**config.mk**
```make
export PLATFORM = sky130hd
export DESIGN_NAME = tx_arbiter_flat
export DESIGN_NICKNAME = d
export VERILOG_FILES = /design/src/rtl/tx_arbiter_if.sv /design/src/rtl/tx_arbiter.sv /design/src/flat_wrapper.sv
export SDC_FILE = /design/constraint.sdc
export NUM_CORES = 1
export LEC_CHECK = 0
export ABC_AREA = 0
export BUFFER_PORTS_ARGS = -buffer_cell sky130_fd_sc_hd__clkbuf_2
export CORE_UTILIZATION = 25
export CTS_BUF_LIST = sky130_fd_sc_hd__clkbuf_2
export DETAILED_ROUTE_END_ITERATION = 8
export SYNTH_ARGS = -nofsm -noshare
export SYNTH_HDL_FRONTEND = slang
export SYNTH_SLANG_ARGS = --single-unit
```
**constraint.sdc**
```tcl
create_clock -name clk -period 4.2 [get_ports clk]
set_input_delay 0 -clock clk [delete_from_list [all_inputs] [get_ports clk]]
set_output_delay 0 -clock clk [all_outputs]
set_load 0.1 [all_outputs]
```
**src/rtl/tx_arbiter_if.sv**
```systemverilog
// Request/response bundle between the protocol controller, the AHB data path
// and the arbiter that shares the USB transmit FSM between them.
interface tx_arbiter_if;
  logic       hs_req;
  logic       hs_nak;
  logic       data_req;
  logic [6:0] data_size;
  logic       tx_done;
  logic [1:0] tx_packet;
  logic [6:0] tx_packet_data_size;
  logic       hs_done;
  logic       data_done;
  logic       timeout_err;
  logic       busy;

  modport master (
    output hs_req, hs_nak, data_req, data_size, tx_done,
    input  tx_packet, tx_packet_data_size, hs_done, data_done, timeout_err, busy
  );

  modport slave (
    input  hs_req, hs_nak, data_req, data_size, tx_done,
    output tx_packet, tx_packet_data_size, hs_done, data_done, timeout_err, busy
  );
endinterface

```
**src/rtl/tx_arbiter.sv**
```systemverilog
// Arbitrates the single USB transmit FSM between handshake and data requesters,
// with a one-cycle packet issue, a watchdog timeout and a post-transfer gap.
module tx_arbiter #(
  parameter int TIMEOUT_CYCLES = 1024,
  parameter int GAP_CYCLES     = 4,
  parameter int MAX_HS_STREAK  = 3
) (
  input  logic         clk,
  input  logic         rst,
  tx_arbiter_if.slave  bus
);

  typedef enum logic [1:0] {IDLE, ISSUE, WAIT_DONE, GAP} state_t;
  typedef enum logic [1:0] {OWN_NONE, OWN_HS, OWN_DATA} owner_t;

  localparam logic [1:0]  PKT_IDLE   = 2'b00;
  localparam logic [1:0]  PKT_DATA   = 2'b01;
  localparam logic [1:0]  PKT_ACK    = 2'b10;
  localparam logic [1:0]  PKT_NAK    = 2'b11;
  localparam logic [15:0] TIMER_LAST = 16'(TIMEOUT_CYCLES - 1);
  localparam logic [8:0]  GAP_LIMIT  = 9'(GAP_CYCLES);
  localparam logic [3:0]  STREAK_MAX = 4'(MAX_HS_STREAK);

  state_t      state_q;
  owner_t      owner_q;
  logic [1:0]  txPacket_q;
  logic [6:0]  dataSize_q;
  logic        hsDone_q;
  logic        dataDone_q;
  logic        timeoutErr_q;
  logic        busy_q;
  logic [3:0]  streak_q;
  logic [15:0] timer_q;
  logic [8:0]  gapCnt_q;

  logic        grantData_d;
  logic        grantHs_d;
  logic [3:0]  streakHs_d;

  // Data is forced through once handshakes have won MAX_HS_STREAK times in a row.
  always_comb begin
    grantData_d = bus.data_req && (!bus.hs_req || (streak_q == STREAK_MAX));
    grantHs_d   = bus.hs_req && !grantData_d;
    streakHs_d  = '0;
    if (bus.data_req) begin
      streakHs_d = (streak_q == STREAK_MAX) ? streak_q : streak_q + 4'd1;
    end
  end

  always_ff @(posedge clk) begin
    if (rst) begin
      state_q      <= IDLE;
      owner_q      <= OWN_NONE;
      txPacket_q   <= PKT_IDLE;
      dataSize_q   <= '0;
      hsDone_q     <= 1'b0;
      dataDone_q   <= 1'b0;
      timeoutErr_q <= 1'b0;
      busy_q       <= 1'b0;
      streak_q     <= '0;
      timer_q      <= '0;
      gapCnt_q     <= '0;
    end else begin
      hsDone_q     <= 1'b0;
      dataDone_q   <= 1'b0;
      timeoutErr_q <= 1'b0;
      unique case (state_q)
        IDLE: begin
          if (grantData_d) begin
            owner_q    <= OWN_DATA;
            txPacket_q <= PKT_DATA;
            dataSize_q <= bus.data_size;
            streak_q   <= '0;
            busy_q     <= 1'b1;
            state_q    <= ISSUE;
          end else if (grantHs_d) begin
            owner_q    <= OWN_HS;
            txPacket_q <= bus.hs_nak ? PKT_NAK : PKT_ACK;
            streak_q   <= streakHs_d;
            busy_q     <= 1'b1;
            state_q    <= ISSUE;
          end
        end
        ISSUE: begin
          txPacket_q <= PKT_IDLE;
          timer_q    <= '0;
          state_q    <= WAIT_DONE;
        end
        WAIT_DONE: begin
          // A tx_done on the final timer cycle still counts as a clean completion.
          if (bus.tx_done || (timer_q == TIMER_LAST)) begin
            hsDone_q     <= (owner_q == OWN_HS);
            dataDone_q   <= (owner_q == OWN_DATA);
            timeoutErr_q <= !bus.tx_done;
            owner_q      <= OWN_NONE;
            gapCnt_q     <= '0;
            state_q      <= GAP;
          end else begin
            timer_q <= timer_q + 16'd1;
          end
        end
        GAP: begin
          if ((gapCnt_q + 9'd1) >= GAP_LIMIT) begin
            busy_q  <= 1'b0;
            state_q <= IDLE;
          end else begin
            gapCnt_q <= gapCnt_q + 9'd1;
          end
        end
        default: state_q <= IDLE;
      endcase
    end
  end

  assign bus.tx_packet           = txPacket_q;
  assign bus.tx_packet_data_size = dataSize_q;
  assign bus.hs_done             = hsDone_q;
  assign bus.data_done           = dataDone_q;
  assign bus.timeout_err         = timeoutErr_q;
  assign bus.busy                = busy_q;

endmodule

```
**src/flat_wrapper.sv**
```systemverilog
// flat-port wrapper written by rule: the top's interface ports become plain ports
module tx_arbiter_flat 
#(
  parameter int TIMEOUT_CYCLES = 1024,
  parameter int GAP_CYCLES     = 4,
  parameter int MAX_HS_STREAK  = 3
)
  (clk, rst, bus_hs_req, bus_hs_nak, bus_data_req, bus_data_size, bus_tx_done, bus_tx_packet, bus_tx_packet_data_size, bus_hs_done, bus_data_done, bus_timeout_err, bus_busy);
  tx_arbiter_if bus_i ();
  input  logic clk;
  input  logic rst;
  input wire logic [$bits(bus_i.hs_req)-1:0] bus_hs_req;
  input wire logic [$bits(bus_i.hs_nak)-1:0] bus_hs_nak;
  input wire logic [$bits(bus_i.data_req)-1:0] bus_data_req;
  input wire logic [$bits(bus_i.data_size)-1:0] bus_data_size;
  input wire logic [$bits(bus_i.tx_done)-1:0] bus_tx_done;
  output wire logic [$bits(bus_i.tx_packet)-1:0] bus_tx_packet;
  output wire logic [$bits(bus_i.tx_packet_data_size)-1:0] bus_tx_packet_data_size;
  output wire logic [$bits(bus_i.hs_done)-1:0] bus_hs_done;
  output wire logic [$bits(bus_i.data_done)-1:0] bus_data_done;
  output wire logic [$bits(bus_i.timeout_err)-1:0] bus_timeout_err;
  output wire logic [$bits(bus_i.busy)-1:0] bus_busy;
  assign bus_i.hs_req = bus_hs_req;
  assign bus_i.hs_nak = bus_hs_nak;
  assign bus_i.data_req = bus_data_req;
  assign bus_i.data_size = bus_data_size;
  assign bus_i.tx_done = bus_tx_done;
  assign bus_tx_packet = bus_i.tx_packet;
  assign bus_tx_packet_data_size = bus_i.tx_packet_data_size;
  assign bus_hs_done = bus_i.hs_done;
  assign bus_data_done = bus_i.data_done;
  assign bus_timeout_err = bus_i.timeout_err;
  assign bus_busy = bus_i.busy;
  tx_arbiter #(.TIMEOUT_CYCLES(TIMEOUT_CYCLES), .GAP_CYCLES(GAP_CYCLES), .MAX_HS_STREAK(MAX_HS_STREAK)) u_core (.clk(clk), .rst(rst), .bus(bus_i));
endmodule
```
### After elaboration in Yosys (flattened, before gate mapping)

Index checks and enable logic that the tools add are counted.

* flip-flop bits (word level): 46

* add/subtract/negate cells: 3
* magnitude comparators: 1
* eq/ne operators: 13
* multiplexer cells: 25
* bitwise gates (word level): 2
* reduce and logical (&&, ||, !) cells: 23

Operator list (count)
* 16-bit one-hot mux with 2 select lines: 1
* 9-bit 2-to-1 mux: 2
* 9-bit one-hot mux with 2 select lines: 1
* 16-bit by 1-bit adder with 16-bit output, second input constant: 1
* 16-bit by 10-bit equality test with 1-bit output, second input constant: 1
* 16-bit 2-to-1 mux: 1
* 2-bit 2-to-1 mux: 8
* 4-bit 2-to-1 mux: 4
* 3-bit AND reduction: 5
* 2-bit nonzero test: 6
* 9-bit by 1-bit adder with 9-bit output, second input constant: 1
* 9-bit by 3-bit >= comparator with 1-bit output, second input constant: 1
* 2-bit one-hot mux with 2 select lines: 2
* 2-bit one-hot mux with 4 select lines: 1
* 2-bit equality test, second input constant: 3
* 2-bit AND reduction: 3
* 4-bit by 1-bit adder with 4-bit output, second input constant: 1
* 2-bit by 1-bit equality test with 1-bit output, second input constant: 2
* 4-bit by 2-bit equality test with 1-bit output, second input constant: 1
* 1-bit 2-to-1 mux: 4
* 2-bit by 1-bit inequality test with 1-bit output, second input constant: 2
* 2-bit inequality test, second input constant: 2
* 1-bit zero test: 3
* 3-bit by 1-bit inequality test with 1-bit output, second input constant: 1
* other kinds (7): 10

### Depth between registers and ports, before layout

* word-level depth: 8
* gate-level depth with buffers: 8

### Worst setup path after synthesis

No wires, ideal clock.

* path kind: flip-flop to flip-flop
* from: register u_core.gapCnt_q[0]
* to: register u_core.gapCnt_q[0]
* data arrival time: 1.825 ns
* required time: 4.126 ns
* slack: 2.301 ns
* stages on the path, launching flop included: 9
* path buffers: 1
* clock period less this slack: 1.899 ns
* path through: dfxtp_1 -> ha_1 -> or3_1 -> o21ai_0 -> o2111ai_1 -> or2_1 -> buf_2 -> or3_1 -> a31oi_1

* longest elaborated chain between the ends: 4
* elaborated cells between the ends (all ways): 6

RTL lines
* start: declaration: RTL line tx_arbiter.sv:34 `logic [8:0] gapCnt_q;`
* start signal: assignment: RTL line tx_arbiter.sv:107 `gapCnt_q <= gapCnt_q + 9'd1;`
* 9-bit by 1-bit adder with 9-bit output *: RTL line tx_arbiter.sv:103, tx_arbiter.sv:107
* 9-bit by 3-bit >= comparator with 1-bit output: RTL line tx_arbiter.sv:103 `if ((gapCnt_q + 9'd1) >= GAP_LIMIT) begin`
* 2-bit inequality test (no line)
* 3-bit AND reduction (no line)

Mark *: on every way between the ends. The rest lies on a longest branch, timed or not. The select of a mux whose other input is x is not followed.
A chain may end at the register's enable or synchronous reset.

### Worst setup path after layout

* from: register u_core.state_q[0]
* to: register u_core.timer_q[15]

* longest elaborated chain between the ends: 3
* elaborated cells between the ends (all ways): 6

RTL lines
* start: declaration: RTL line tx_arbiter.sv:24 `state_t state_q;`
* start signal: assignment: RTL line tx_arbiter.sv:52 `state_q <= IDLE;`
* start signal: assignment: RTL line tx_arbiter.sv:75 `state_q <= ISSUE;`
* start signal: assignment: RTL line tx_arbiter.sv:81 `state_q <= ISSUE;`
* 2-bit equality test or 2-bit by 1-bit equality test with 1-bit output (tied branches): RTL line tx_arbiter.sv:67 `unique case (state_q)`
* 2-bit inequality test (no line) or 2-bit nonzero test (tied branches)
* 2-bit AND reduction (no line)
* end signal: assignment: RTL line tx_arbiter.sv:99 `timer_q <= timer_q + 16'd1;`
* end: declaration: RTL line tx_arbiter.sv:33 `logic [15:0] timer_q;`

Parallel ways exist; a longest one is shown, timed or not.

==> flow_summary_export.csv <==
group,metric,value,unit
outcome,outcome,"finished, final reports clean",
logic_synthesis,synth_ff_type,"dfxtp_1",
final_layout,antenna_cells,0,
worst_setup_path,critical_path.max_stage_delay,500,ps
clock_tree,cts_resized,0,
power_and_ir_drop,powerDensity,452.9,nW/um^2
clock_tree,clock-sinks,46,
global_route,antenna_found_initial,0,
power_and_ir_drop,ir_drop,138.0,uV
global_route,first_global_vias,1676,
worst_setup_path,rr_worst_depth,7,
route,first_iter_violations,114,
worst_setup_path,cp.arrival,2620,ps
worst_setup_path,endpoint,"u_core.timer_q[15]",
timing,timing.final.crit_share,55.02,%
clock_tree,clkTransAtPathRegs,220,ps
worst_setup_path,critPathSlowestCell,"ha_1",
timing,grt_setup_unrepaired,"false",
worst_setup_path,cpLargestDelayFamily,"simple AND/OR/NAND/NOR gates",
timing,fin_setup_tns,0,ps
timing,slew_viol_final,0,
final_layout,final_area,2501,sq um
die,die-height,94.43,microns
timing,worst_slew_pin_slew,645.4,ps
route,highest_layer,"met4",
final_layout,layout_commonest_cell,"dfxtp_1",
route,routed_wl,4.320,mm
clock_tree,htreeDepth,2,
logic_synthesis,async_flop_share,0,%
global_route,grt_max_degree,28,
logic_synthesis,synth.cell_area,2136,sq um
timing,finalHoldViolations,0,
timing,skew,12.39,ps
logic_synthesis,synth-edff-count,0,
power_and_ir_drop,leakage,0.9132,nW
route,wl_met3,176,microns
timing,max_freq,432.8,MHz
die,start_util,25.86,%
worst_setup_path,crit_cells,7,
logic_synthesis,synth_cell_types,39,
global_route,grt_overflow,0,
route,wl_per_cell,11.11,microns
place,place_congestion,0.7881,
route,via_count,1841,
hold_path,hold_class,"primary input to register",
logic_synthesis,synth_seq_area_share,43.12,%
final_layout,ff_latch_area,920.9,sq um
timing,setup_viol,0,
logic_synthesis,avgSynthCellArea,8.509,sq um
final_layout,syn2layout_area_growth,17.11,%
final_layout,fin_nets,304,
logic_synthesis,synth_seq_cells,46,
die,pin_count,26,
die,die_w,94.43,microns
die,die_area,8917,sq um
final_layout,multiInputGateArea,1126,sq um
clock_tree,clkLatencyLatePin,420,ps
worst_setup_path,crit_path_cell_trace,"inv_1 > ha_1 > nand4_1 > or3_1 > a211oi_1 > xnor2_1 > nor2_1",
timing,fin_crit,2311,ps
global_route,track_usage,10.07,%
global_route,grt_pass1_wl,7.155,mm
flow_run,cap_violations,0,
route,wl_met1,2.142,mm
clock_tree,clk_path_buf_depth,2,
timing,whs,69.35,ps
route,drc,0,
clock_tree,cts_buffers,5,
worst_setup_path,critPathMaxFanout,12,
final_layout,drive_above_1_share,13.73,%
place,place_ws,1914,ps
route,wl_met2,1.939,mm
timing,worst_slack,1889,ps
worst_setup_path,r2r_slack,1890,ps
worst_setup_path,worst-setup-path-type,"register to register",
worst_setup_path,endpoint_kind,"register",
clock_tree,cts_tree,"done",
final_layout,nFillCells,898,
timing,max_slew_margin,56.97,%
die,coreArea,8258,sq um
die,rows,33,
worst_setup_path,required,4510,ps
route,via_per_inst,4.733,
clock_tree,root_buffer,"clkbuf_2",
worst_setup_path,startpoint,"u_core.state_q[0]",
route,drtAntennaViolNets,0,
worst_setup_path,start_kind,"register",
logic_synthesis,ys.warnings.count,0,
worst_setup_path,r2r-end,"u_core.timer_q[15]",
worst_setup_path,reg2reg_from,"u_core.state_q[0]",
place,place_area,2356,sq um
final_layout,layout_common_cells,"dfxtp_1, clkbuf_2, nor2_1",
place,numPortBuffers,25,
logic_synthesis,synth_nets,271,
worst_setup_path,path_buf_inv,1,
route,drtPass1Iterations,4,
logic_synthesis,syn_inst,251,
place,post-dp-hpwl,2.933,mm
cell families (layout without fill, tap and decap cells):
kind of cell / Yosys count / after routing / share of synthesized area [%]
AND/OR/NAND/NOR: 96 / 96 / 22.09
XOR/XNOR: 17 / 17 / 6.972
AO/OA/AOI/OAI: 62 / 62 / 19.57
buffers and inverters: 23 / 56 / 4.159
adder cells (fa/ha/maj): 7 / 7 / 4.101
flip-flops: 46 / 46 / 43.12
tightest hold or removal path: cells and delay by family:
kind / cells / cell delay (ps)
AO/OA/AOI/OAI: 1 / 60
buffers and inverters: 1 / 120
AND/OR/NAND/NOR: 2 / 280
state kept, by name, summed over array words and instances (netlist names):
| signal | cells |
|---|---|
| u_core.timer_q | 16 |
| u_core.streak_q | 4 |
| u_core.state_q | 2 |
| u_core.gapCnt_q | 9 |
| u_core.bus.busy | 1 |
| u_core.bus.tx_packet | 2 |
| u_core.bus.tx_packet_data_size | 7 |
| u_core.bus.hs_done | 1 |
| u_core.owner_q | 2 |
| u_core.bus.data_done | 1 |
| u_core.bus.timeout_err | 1 |
cells in the mapped netlist, types with 5 or more instances:
cell type  instances  share of area, %
nand3_1           14               3.3
a21oi_1           23               5.4
ha_1               7               4.1
nand4_1            8               2.3
nand2_1           20               3.5
or3_1              5               1.5
a211oi_1           5               1.8
nor2_1            28               4.9
and2_1             7               2.1
xnor2_1           15               6.2
inv_1             12               2.1
clkbuf_1           8               1.4
dfxtp_1           46                43
per-layer routing:
| layer | track usage (%) | vias to the layer above |
|---|---|---|
| met5 | 0 | - |
| met4 | 5.128 | 0 |
| met3 | 2.576 | 6 |
| met2 | 16.61 | 34 |
| met1 | 12.05 | 842 |
| li1 | - | 959 |
power by group:
| part | leakage [nW] | switching [W] | internal (W) |
|---|---|---|---|
| Clock | 0.0286 | 0.000138 | 0.0000361 |
| Combinational | 0.512 | 0.000350 | 0.000110 |
| Sequential | 0.373 | 0.0000249 | 0.000473 |
| Total | 0.913 | 0.000513 | 0.000619 |
layout make-up:
class,count,share of cell area [%]
multi-input cells,182,45.02
flip-flops and latches,46,36.82
repair buffers,37,9.705
well taps,105,5.253
inverters,12,1.801
clock buffers,5,1.000
clock inverters,2,0.4002
worst min-delay path by stage:
stage | start | end | slack, ps | cells past startpoint
after floorplan | bus_tx_done | u_core.bus.timeout_err | 80 | 1
after global placement | bus_tx_done | u_core.bus.timeout_err | 190 | 2
after detailed placement | bus_tx_done | u_core.bus.timeout_err | 190 | 2
after CTS | bus_hs_req | u_core.streak_q[3] | 50 | 4
after global routing | bus_hs_req | u_core.streak_q[3] | 90 | 4
final | bus_hs_req | u_core.streak_q[3] | 70 | 4
what timing repair did:
action,4_1_cts,5_1_grt
hold buffers,11,0
hold endpoints to repair,10,0
buffers inserted,0,0
setup endpoints to repair,0,0
per-stage QoR:
step,util (%),total power [W],cells
6_report,30.29,0.001133,389
5_1_grt,30.29,0.001211,389
4_1_cts,30.29,0.001148,389
3_5_place_dp,28.53,0.0009632,371
3_3_place_gp,28.53,0.0009562,371
2_1_floorplan,-,0.0008775,251
Note: power is estimated with default switching activity, not from simulation.
